$ cat config.mk
export PLATFORM = sky130hd
export DESIGN_NAME = decoder_nx2n_scan
export DESIGN_NICKNAME = d
export VERILOG_FILES = /design/src/rtl/decoder_nx2n_scan.sv
export SDC_FILE = /design/constraint.sdc
export NUM_CORES = 1
export LEC_CHECK = 0
export ABC_CLOCK_PERIOD_IN_PS = 2100
export CELL_PAD_IN_SITES_DETAIL_PLACEMENT = 1
export CELL_PAD_IN_SITES_GLOBAL_PLACEMENT = 2
export CORE_UTILIZATION = 33
export CTS_CLUSTER_DIAMETER = 150
export DETAILED_ROUTE_END_ITERATION = 7
export HOLD_SLACK_MARGIN = 0.06
export PLACE_DENSITY_LB_ADDON = 0.1
export SLEW_MARGIN = 20
export SYNTH_ARGS = -nofsm -noshare
export SYNTH_HDL_FRONTEND = slang
export SYNTH_SLANG_ARGS = --single-unit
$ cat constraint.sdc
create_clock -name clk -period 2.1 [get_ports clk]
set_clock_uncertainty 0.15 [all_clocks]
set_input_delay 0.21 -clock clk [delete_from_list [all_inputs] [get_ports clk]]
set_output_delay 0.21 -clock clk [all_outputs]
set_load 0.03 [all_outputs]
$ cat src/rtl/decoder_nx2n_scan.sv
// decoder_nx2n_scan
//   Registered SEL_W-to-2**SEL_W one-hot (or one-cold) strobe decoder with a
//   valid/ready command port.
//   - DIRECT mode latches a single decoded line.
//   - SCAN mode walks the strobe across every output, starting at a given index.
//     Each line is held for DWELL cycles, and the index wraps from OUT_W-1 to 0.
//
// Optional feature macro: DECODER_ABORT_EN
//   When defined, the abort input exists and can end a running scan early.
//
// Handshake: a command is accepted on a rising edge where in_valid & in_ready.
//   in_ready = en & ~busy & ~rst, and is purely combinational. When in_ready
//   is low, in_valid is ignored and the command is not queued.
//
// Ports
//   clk        rising-edge clock
//   rst        asynchronous active-high reset
//   en         global enable; 0 freezes all state, counters and out
//   in_valid   command valid
//   in_ready   command can be accepted this cycle
//   mode       0 = DIRECT, 1 = SCAN (sampled on accept)
//   sel        DIRECT: line to assert; SCAN: start index (sampled on accept)
//   abort      (DECODER_ABORT_EN only) ends an active scan
//   out        registered strobes (OUT_W wide)
//   out_valid  1-cycle pulse whenever out takes a new active line
//   busy       high while scanning
//   scan_done  1-cycle pulse when a scan ends (completion or abort)
//   state_dbg  current FSM state (0 IDLE, 1 DIRECT, 2 SCAN)
module decoder_nx2n_scan #(
  parameter int SEL_W      = 3,
  parameter int DWELL      = 4,
  parameter int ACTIVE_LOW = 0
) (
  input  logic                clk,
  input  logic                rst,
  input  logic                en,
  input  logic                in_valid,
  output logic                in_ready,
  input  logic                mode,
  input  logic [SEL_W-1:0]    sel,
`ifdef DECODER_ABORT_EN
  input  logic                abort,
`endif
  output logic [2**SEL_W-1:0] out,
  output logic                out_valid,
  output logic                busy,
  output logic                scan_done,
  output logic [1:0]          state_dbg
);

  localparam int OUT_W = 2**SEL_W;
  localparam int DW_W  = (DWELL > 1) ? $clog2(DWELL) : 1;

  localparam logic [OUT_W-1:0] INACTIVE   = (ACTIVE_LOW != 0) ? {OUT_W{1'b1}} : {OUT_W{1'b0}};
  localparam logic [SEL_W-1:0] LAST_STEP  = {SEL_W{1'b1}};
  localparam logic [DW_W-1:0]  LAST_DWELL = DW_W'(DWELL - 1);

  typedef enum logic [1:0] {
    ST_IDLE   = 2'd0,
    ST_DIRECT = 2'd1,
    ST_SCAN   = 2'd2
  } state_t;

  state_t            state_q, state_d;
  logic [SEL_W-1:0]  idx_q, idx_d;
  logic [SEL_W-1:0]  step_q, step_d;
  logic [DW_W-1:0]   dwell_q, dwell_d;
  logic [OUT_W-1:0]  out_q, out_d;
  logic              out_valid_q, out_valid_d;
  logic              scan_done_q, scan_done_d;
  logic              accept;
  logic              abort_req;

`ifdef DECODER_ABORT_EN
  assign abort_req = abort;
`else
  assign abort_req = 1'b0;
`endif

  // Output polarity is applied only here. The index and counters always
  // work on plain line numbers.
  function automatic logic [OUT_W-1:0] decode(input logic [SEL_W-1:0] line);
    logic [OUT_W-1:0] v;
    v       = '0;
    v[line] = 1'b1;
    return (ACTIVE_LOW != 0) ? ~v : v;
  endfunction

  assign busy      = (state_q == ST_SCAN);
  assign in_ready  = en & ~busy & ~rst;
  assign accept    = in_valid & in_ready;
  assign out       = out_q;
  assign out_valid = out_valid_q;
  assign scan_done = scan_done_q;
  assign state_dbg = state_q;

  always_comb begin
    state_d     = state_q;
    idx_d       = idx_q;
    step_d      = step_q;
    dwell_d     = dwell_q;
    out_d       = out_q;
    out_valid_d = 1'b0;
    scan_done_d = 1'b0;
    // With en low nothing advances, and the pulse outputs drop to 0.
    if (en) begin
      case (state_q)
        ST_IDLE, ST_DIRECT: begin
          if (accept) begin
            idx_d       = sel;
            out_d       = decode(sel);
            out_valid_d = 1'b1;
            step_d      = '0;
            dwell_d     = '0;
            state_d     = mode ? ST_SCAN : ST_DIRECT;
          end
        end
        ST_SCAN: begin
          // An abort on the same edge as the final step takes this branch
          // too, so only one scan_done pulse is produced.
          if (abort_req || (dwell_q == LAST_DWELL && step_q == LAST_STEP)) begin
            out_d       = INACTIVE;
            step_d      = '0;
            dwell_d     = '0;
            scan_done_d = 1'b1;
            state_d     = ST_IDLE;
          end else if (dwell_q == LAST_DWELL) begin
            // The index is exactly SEL_W bits wide, so it wraps naturally.
            idx_d       = idx_q + 1'b1;
            out_d       = decode(idx_q + 1'b1);
            step_d      = step_q + 1'b1;
            dwell_d     = '0;
            out_valid_d = 1'b1;
          end else begin
            dwell_d = dwell_q + 1'b1;
          end
        end
        default: begin
          out_d   = INACTIVE;
          state_d = ST_IDLE;
        end
      endcase
    end
  end

  always_ff @(posedge clk or posedge rst) begin
    if (rst) begin
      state_q     <= ST_IDLE;
      idx_q       <= '0;
      step_q      <= '0;
      dwell_q     <= '0;
      out_q       <= INACTIVE;
      out_valid_q <= 1'b0;
      scan_done_q <= 1'b0;
    end else begin
      state_q     <= state_d;
      idx_q       <= idx_d;
      step_q      <= step_d;
      dwell_q     <= dwell_d;
      out_q       <= out_d;
      out_valid_q <= out_valid_d;
      scan_done_q <= scan_done_d;
    end
  end

endmodule

==> impl_metrics.py, run 1 <==
metrics = {
    "status": {
        "status": "finished clean",
    },
    "floorplanning": {
        "start_util_pct": 35.8,
        "core_um2": 3440,
        "rows": 21,
        "ios": 22,
        "die_w_um": 63.1,
        "die_y_um": 63.1,
        "die_area_um2": 3980,
    },
    "sta": {
        "post-route-period-util_pct": 91.9,
        "rsz0062_at_grt": "no",
        "fmax_mhz": 518,
        "tightestPinTransition_ns": 0.372,
        "maxSlewViolCount": 0,
        "hold_violations": 0,
        "finalCriticalPeriod_ns": 1.93,
        "maxSlewHeadroom_pct": 75.0,
        "final-setup-viol-count": 0,
        "fin_setup_tns_ns": 0,
    },
    "worst_setup_path": {
        "r2r_setup_slack_ns": 0.19,
        "r2r_start": "step_q[0]",
        "cp-start-kind": "flip-flop",
        "end_kind": "output port",
        "r2r_cells": 6,
        "cp_num_buf_inv": 1,
        "r2r_end": "out[0]",
        "path_cells": "clkdlybuf4s50_1",
        "critical_path.top_delay_family": "buffers and inverters",
        "worstPathRequired_ns": 1.74,
        "criticalPathCategory": "reg2out",
        "cp_slowest_cell": "clkdlybuf4s50_1",
        "arrival_ns": 1.57,
        "cp_max_fo": 13,
        "critPathMaxStageDelay_ns": 0.75,
    },
    "route": {
        "vias": 986,
        "vias_per_cell": 5.36,
        "firstDrtPassIters": 4,
        "drtAntennaViolNets": 0,
        "drc": 0,
        "routedWlPerCell_um": 16.2,
        "routed_wl_um": 2980,
        "dr.first_iter.drc_count": 32,
    },
    "finish": {
        "seq_area_um2": 502,
        "layout.cells.non_filler": 184,
        "final_util_pct": 46.6,
        "finalNetCount": 151,
        "layout_common_cells": "dfrtp_1 (19), clkdlybuf4s50_1 (19), buf_4 (9)",
        "antennaDiodeCount": 0,
        "layout-drive-gt1-share_pct": 18.8,
        "multi_input_area_um2": 671,
        "final_area_um2": 1610,
        "num-fill-cells": 391,
        "syn2layout_area_growth_pct": 30.4,
    },
    "grt": {
        "busiest_layer": "met2",
        "antenna_found_initial": 0,
        "grt.overflow.total": 0,
        "grtUsageMet1_pct": 23.6,
        "grt_max_degree": 17,
        "grt_pass1_wl_um": 5180,
        "use_met2_pct": 25.9,
        "track_usage_pct": 16.6,
        "grtUsageMet3_pct": 3.62,
        "grt_pass1_vias": 1032,
    },
    "clock_tree": {
        "htreeDepth": 1,
        "cts_setup_buffers": 0,
        "root_buffer": "clkbuf_8",
        "numCtsBuffers": 3,
        "clockBufferDepth": 2,
        "clkSinkCount": 20,
        "path_clk_slew_ns": 0.07,
        "tritoncts": "done",
        "clk_latency_ns": 0.25,
    },
    "yosys": {
        "async_reset_ff_share_pct": 100,
        "postSynthAreaPerCell_um2": 11.2,
        "syn_area_um2": 1230,
        "postSynthCellCount": 110,
        "synth-edff-count": 0,
        "ys_seq_area_share_pct": 40.7,
        "syn_nets": 122,
        "ys_ff_latch": 20,
        "yosysUniqueCellTypes": 42,
        "ys_warn_count": 0,
        "synth_ff_type": "dfrtp_1",
    },
    "run": {
        "maxCapViolCount": 0,
    },
    "placed_design": {
        "numPortBuffers": 21,
        "gp_congestion": 0.795,
        "placed_cell_area_um2": 1530,
        "dp_hpwl_um": 2340,
        "placed_cells": 180,
    },
    "pwr": {
        "p_per_area_nw_per_um2": 1270,
        "leakage_nw": 0.740,
        "ir_drop_uv": 797,
    },
    "worst_hold_path": {
        "hold_class": "in2async",
    },
}
## synth_stat cells, types with 2 or more instances
cell type	n	area, um2
mux2_4	2	30.0
dfrtp_1	20	500
nor2_1	6	22.5
nor4b_1	2	17.5
o21ai_0	2	10.0
mux2i_1	3	30.0
ha_1	4	50.1
buf_2	3	15.0
nor4_1	4	25.0
a22o_1	3	26.3
nor2b_1	5	31.3
nand3b_1	2	15.0
and3_1	6	37.5
a21o_1	2	15.0
a221o_1	8	80.1
inv_1	7	26.3
nand2_1	6	22.5
## logic make-up after synthesis
kind of cell	count (synthesis)	synth area share, %
AOI/OAI and AO/OA	25	18.7
adders and majority gates	4	4.07
and+or+nand+nor	41	24.5
muxes	6	5.79
xor gates and xnor gates	2	1.42
buffers and inverters	12	4.88
DFF	20	40.7
## area by class of cell
| cell class | count | share of cell area, % |
|---|---|---|
| clock buffer | 3 | 2.57 |
| clock inverter | 1 | 1.87 |
| inverter | 7 | 1.64 |
| multi-input combinational | 78 | 41.8 |
| sequential | 20 | 31.3 |
| tap | 46 | 3.59 |
| timing repair buffer | 29 | 17.3 |
## worst max path at each step
stage / start / to / slack (ns) / cells past startpoint
2_1_floorplan: step_q[0] / idx_q[1] / 0.26 / 5
3_3_place_gp: in_valid / out[3] / 0.19 / 4
3_5_place_dp: in_valid / out[5] / 0.12 / 4
4_1_cts: state_dbg[1] / state_dbg[1] / 0.05 / 1
5_1_grt: step_q[0] / out[0] / 0.06 / 6
6_report: state_dbg[0] / state_dbg[0] / 0.17 / 1
## sequential cells by signal, summed over array words and instances, names as in the netlist
signal     flops
out            8
idx_q          3
out_valid      1
step_q         3
dwell_q        2
scan_done      1
state_dbg      2
## report_power, final
part | internal (mW) | switching, mW | leakage [nW]
Combinational | 0.456 | 0.538 | 0.442
Clock | 0.254 | 0.127 | 0.0357
Sequential | 0.506 | 0.166 | 0.262
Total | 1.22 | 0.831 | 0.740
## repair_timing
action | 4_1_cts | 5_1_grt
hold buffers | 0 | 0
setup endpoints to repair | 0 | 1
gates resized for setup | 0 | 1
endpoints found under the hold margin | 0 | 0
## routing by layer
| layer | share of wire [%] | vias to the layer above |
|---|---|---|
| met1 | 52 | 490 |
| met4 | 0.40 | 0 |
| met3 | 2.7 | 2 |
| met5 | 0 | - |
| li1 | - | 480 |
| met2 | 45 | 14 |
## stage by stage
| stage | hold WS (ns) | power (mW) | worst slack, ns |
|---|---|---|---|
| 3_3_place_gp | 0.349 | 1.64 | 0.192 |
| 2_1_floorplan | 0.0377 | 1.35 | 0.257 |
| 3_5_place_dp | 0.356 | 1.67 | 0.125 |
| 5_1_grt | 0.273 | 2.19 | 0.0579 |
| 4_1_cts | 0.226 | 2.07 | 0.0499 |
| 6_report | 0.227 | 2.05 | 0.171 |
Note: power is estimated with default switching activity, not from simulation.
==> run 2, diff against run 1 <==
- CTS_BUF_LIST: unset -> sky130_fd_sc_hd__clkbuf_4 sky130_fd_sc_hd__clkbuf_8 sky130_fd_sc_hd__clkbuf_16
==> results of run 2 <==
No change in the layout: final DEF, timing and power equal those of run 1.
==> run 3, diff against run 2 <==
- CTS_CLUSTER_SIZE: unset -> 28
- PLACE_DENSITY: unset -> 0.85
- PLACE_DENSITY_LB_ADDON: 0.1 -> unset
==> run 3 against run 2 <==
Against the previous run: first-iteration DRC count up 25%; utilization down 0.40 points; clock power up 3%; register-to-register slack worse by 0.02 ns; sequential cell count unchanged; sequential share of layout area up 0.19 points; fmax down 3.2%; sequential power down 9.7%; critical path type unchanged.
==> impl_metrics.py, run 3 (synthesized netlist as in run 1, its figures left out) <==
metrics = {
    "worst_setup_path": {
        "cp_max_fo": 3,
        "cp-start-kind": "flip-flop",
        "end_kind": "output port",
        "criticalPathCategory": "reg2out",
        "worstPathRequired_ns": 1.74,
        "r2r_setup_slack_ns": 0.17,
        "arrival_ns": 1.63,
    },
    "finish": {
        "syn2layout_area_growth_pct": 29.3,
        "largest_reg_flops": 8,
        "final_area_um2": 1590,
        "seq_area_um2": 500,
        "num-fill-cells": 389,
        "final_util_pct": 46.2,
        "finalNetCount": 149,
        "layout_common_cells": "dfrtp_1 (20), clkdlybuf4s50_1 (20), a221o_1 (8)",
        "multi_input_area_um2": 671,
        "layout-drive-gt1-share_pct": 16.2,
        "antennaDiodeCount": 0,
    },
    "pwr": {
        "p_clk_share_pct": 19.1,
        "p_sw_share_pct": 40.6,
        "power_frac_comb_pct": 51.4,
        "leakage_nw": 0.729,
        "p_seq_share_pct": 29.4,
        "p_sw_mw": 0.836,
        "intPower_mw": 1.23,
        "p_per_area_nw_per_um2": 1300,
        "finalPower_mw": 2.06,
        "ir_drop_uv": 535,
    },
    "floorplanning": {
        "die_area_um2": 3980,
        "core_um2": 3440,
        "rows": 21,
        "die_y_um": 63.1,
        "start_util_pct": 35.8,
        "ios": 22,
        "die_w_um": 63.1,
    },
    "sta": {
        "fmax_mhz": 502,
        "maxSlewViolCount": 0,
        "final-setup-viol-count": 0,
        "maxSlewHeadroom_pct": 70.4,
        "tightestPinTransition_ns": 0.439,
        "fin_setup_tns_ns": 0,
        "finalCriticalPeriod_ns": 1.99,
        "holdWs_ns": 0.129,
        "hold_violations": 0,
        "rsz0062_at_grt": "no",
        "post-route-period-util_pct": 94.9,
    },
    "grt": {
        "grt_max_degree": 17,
        "track_usage_pct": 17.0,
        "grt_pass1_vias": 1054,
        "grt.overflow.total": 0,
        "antenna_found_initial": 0,
        "grt_pass1_wl_um": 5210,
    },
    "clock_tree": {
        "numCtsBuffers": 3,
        "clk_latency_ns": 0.26,
        "cts_resized": 0,
        "clkSinkCount": 20,
        "htreeDepth": 1,
        "clockBufferDepth": 2,
        "path_clk_slew_ns": 0.08,
        "tritoncts": "done",
        "root_buffer": "clkbuf_8",
        "cts.hold.buffers_added": 0,
        "cts_setup_buffers": 0,
    },
    "run": {
        "maxCapViolCount": 0,
    },
    "placed_design": {
        "gp_congestion": 0.802,
        "placed_cell_area_um2": 1520,
        "numPortBuffers": 21,
        "dp_hpwl_um": 2320,
    },
    "route": {
        "vias_per_cell": 5.30,
        "routed_wl_um": 2990,
        "drc": 0,
        "firstDrtPassIters": 4,
        "dr.first_iter.drc_count": 40,
        "drtAntennaViolNets": 0,
        "routedWlPerCell_um": 16.4,
        "vias": 964,
    },
    "status": {
        "status": "finished clean",
    },
    "worst_hold_path": {
        "hold_class": "in2async",
    },
}
run 3: worst paths after layout:
path                              start      endpoint  cells past startpoint
max in group asynchronous           rst        out[5]                      3
setup reg to reg              step_q[0]      idx_q[1]                      5
hold reg to reg                  out[7]        out[7]                      1
setup / recovery           state_dbg[0]          busy                      3
min in group clk                 out[7]        out[7]                      1
hold / removal                      rst  state_dbg[1]                      2
run 3: power by group through the flow:
stage	Clock (mW)	Sequential (mW)	Combinational [mW]
3_5_place_dp	0	0.616	1.07
5_1_grt	0.417	0.623	1.17
4_1_cts	0.399	0.608	1.08
2_1_floorplan	0	0.720	0.630
3_3_place_gp	0	0.605	1.04
6_report	0.394	0.607	1.06
run 3: through the flow:
stage | cells | worst slack, ns
floorplan | 110 | 0.257
global placement | 178 | 0.216
detailed placement | 178 | 0.148
CTS | 182 | 0.105
global route | 182 | 0.0620
finish | 182 | 0.108
run 3: cell type report:
class / instances / share of cell area, %
multi-input cells: 78 / 42.1
flip-flops and latches: 20 / 31.4
inverters: 7 / 1.65
well taps: 46 / 3.62
repair buffers: 27 / 16.7
clock inverters: 1 / 1.89
clock buffers: 3 / 2.59
run 3: layer usage:
metal	vias up	routed length [um]	share of wire (%)	GRT usage (%)
li1	470	-	-	-
met5	-	0	0	0
met4	0	27	0.90	5.52
met1	472	1340	45	21.4
met2	18	1540	52	29.3
met3	4	75	2.5	2.90
run 3: critical path, cell delays in order (launching register included):
cell and delay, ns:
dfrtp_1 0.38, nand2b_2 0.18, inv_1 0.12, clkdlybuf4s50_1 0.69
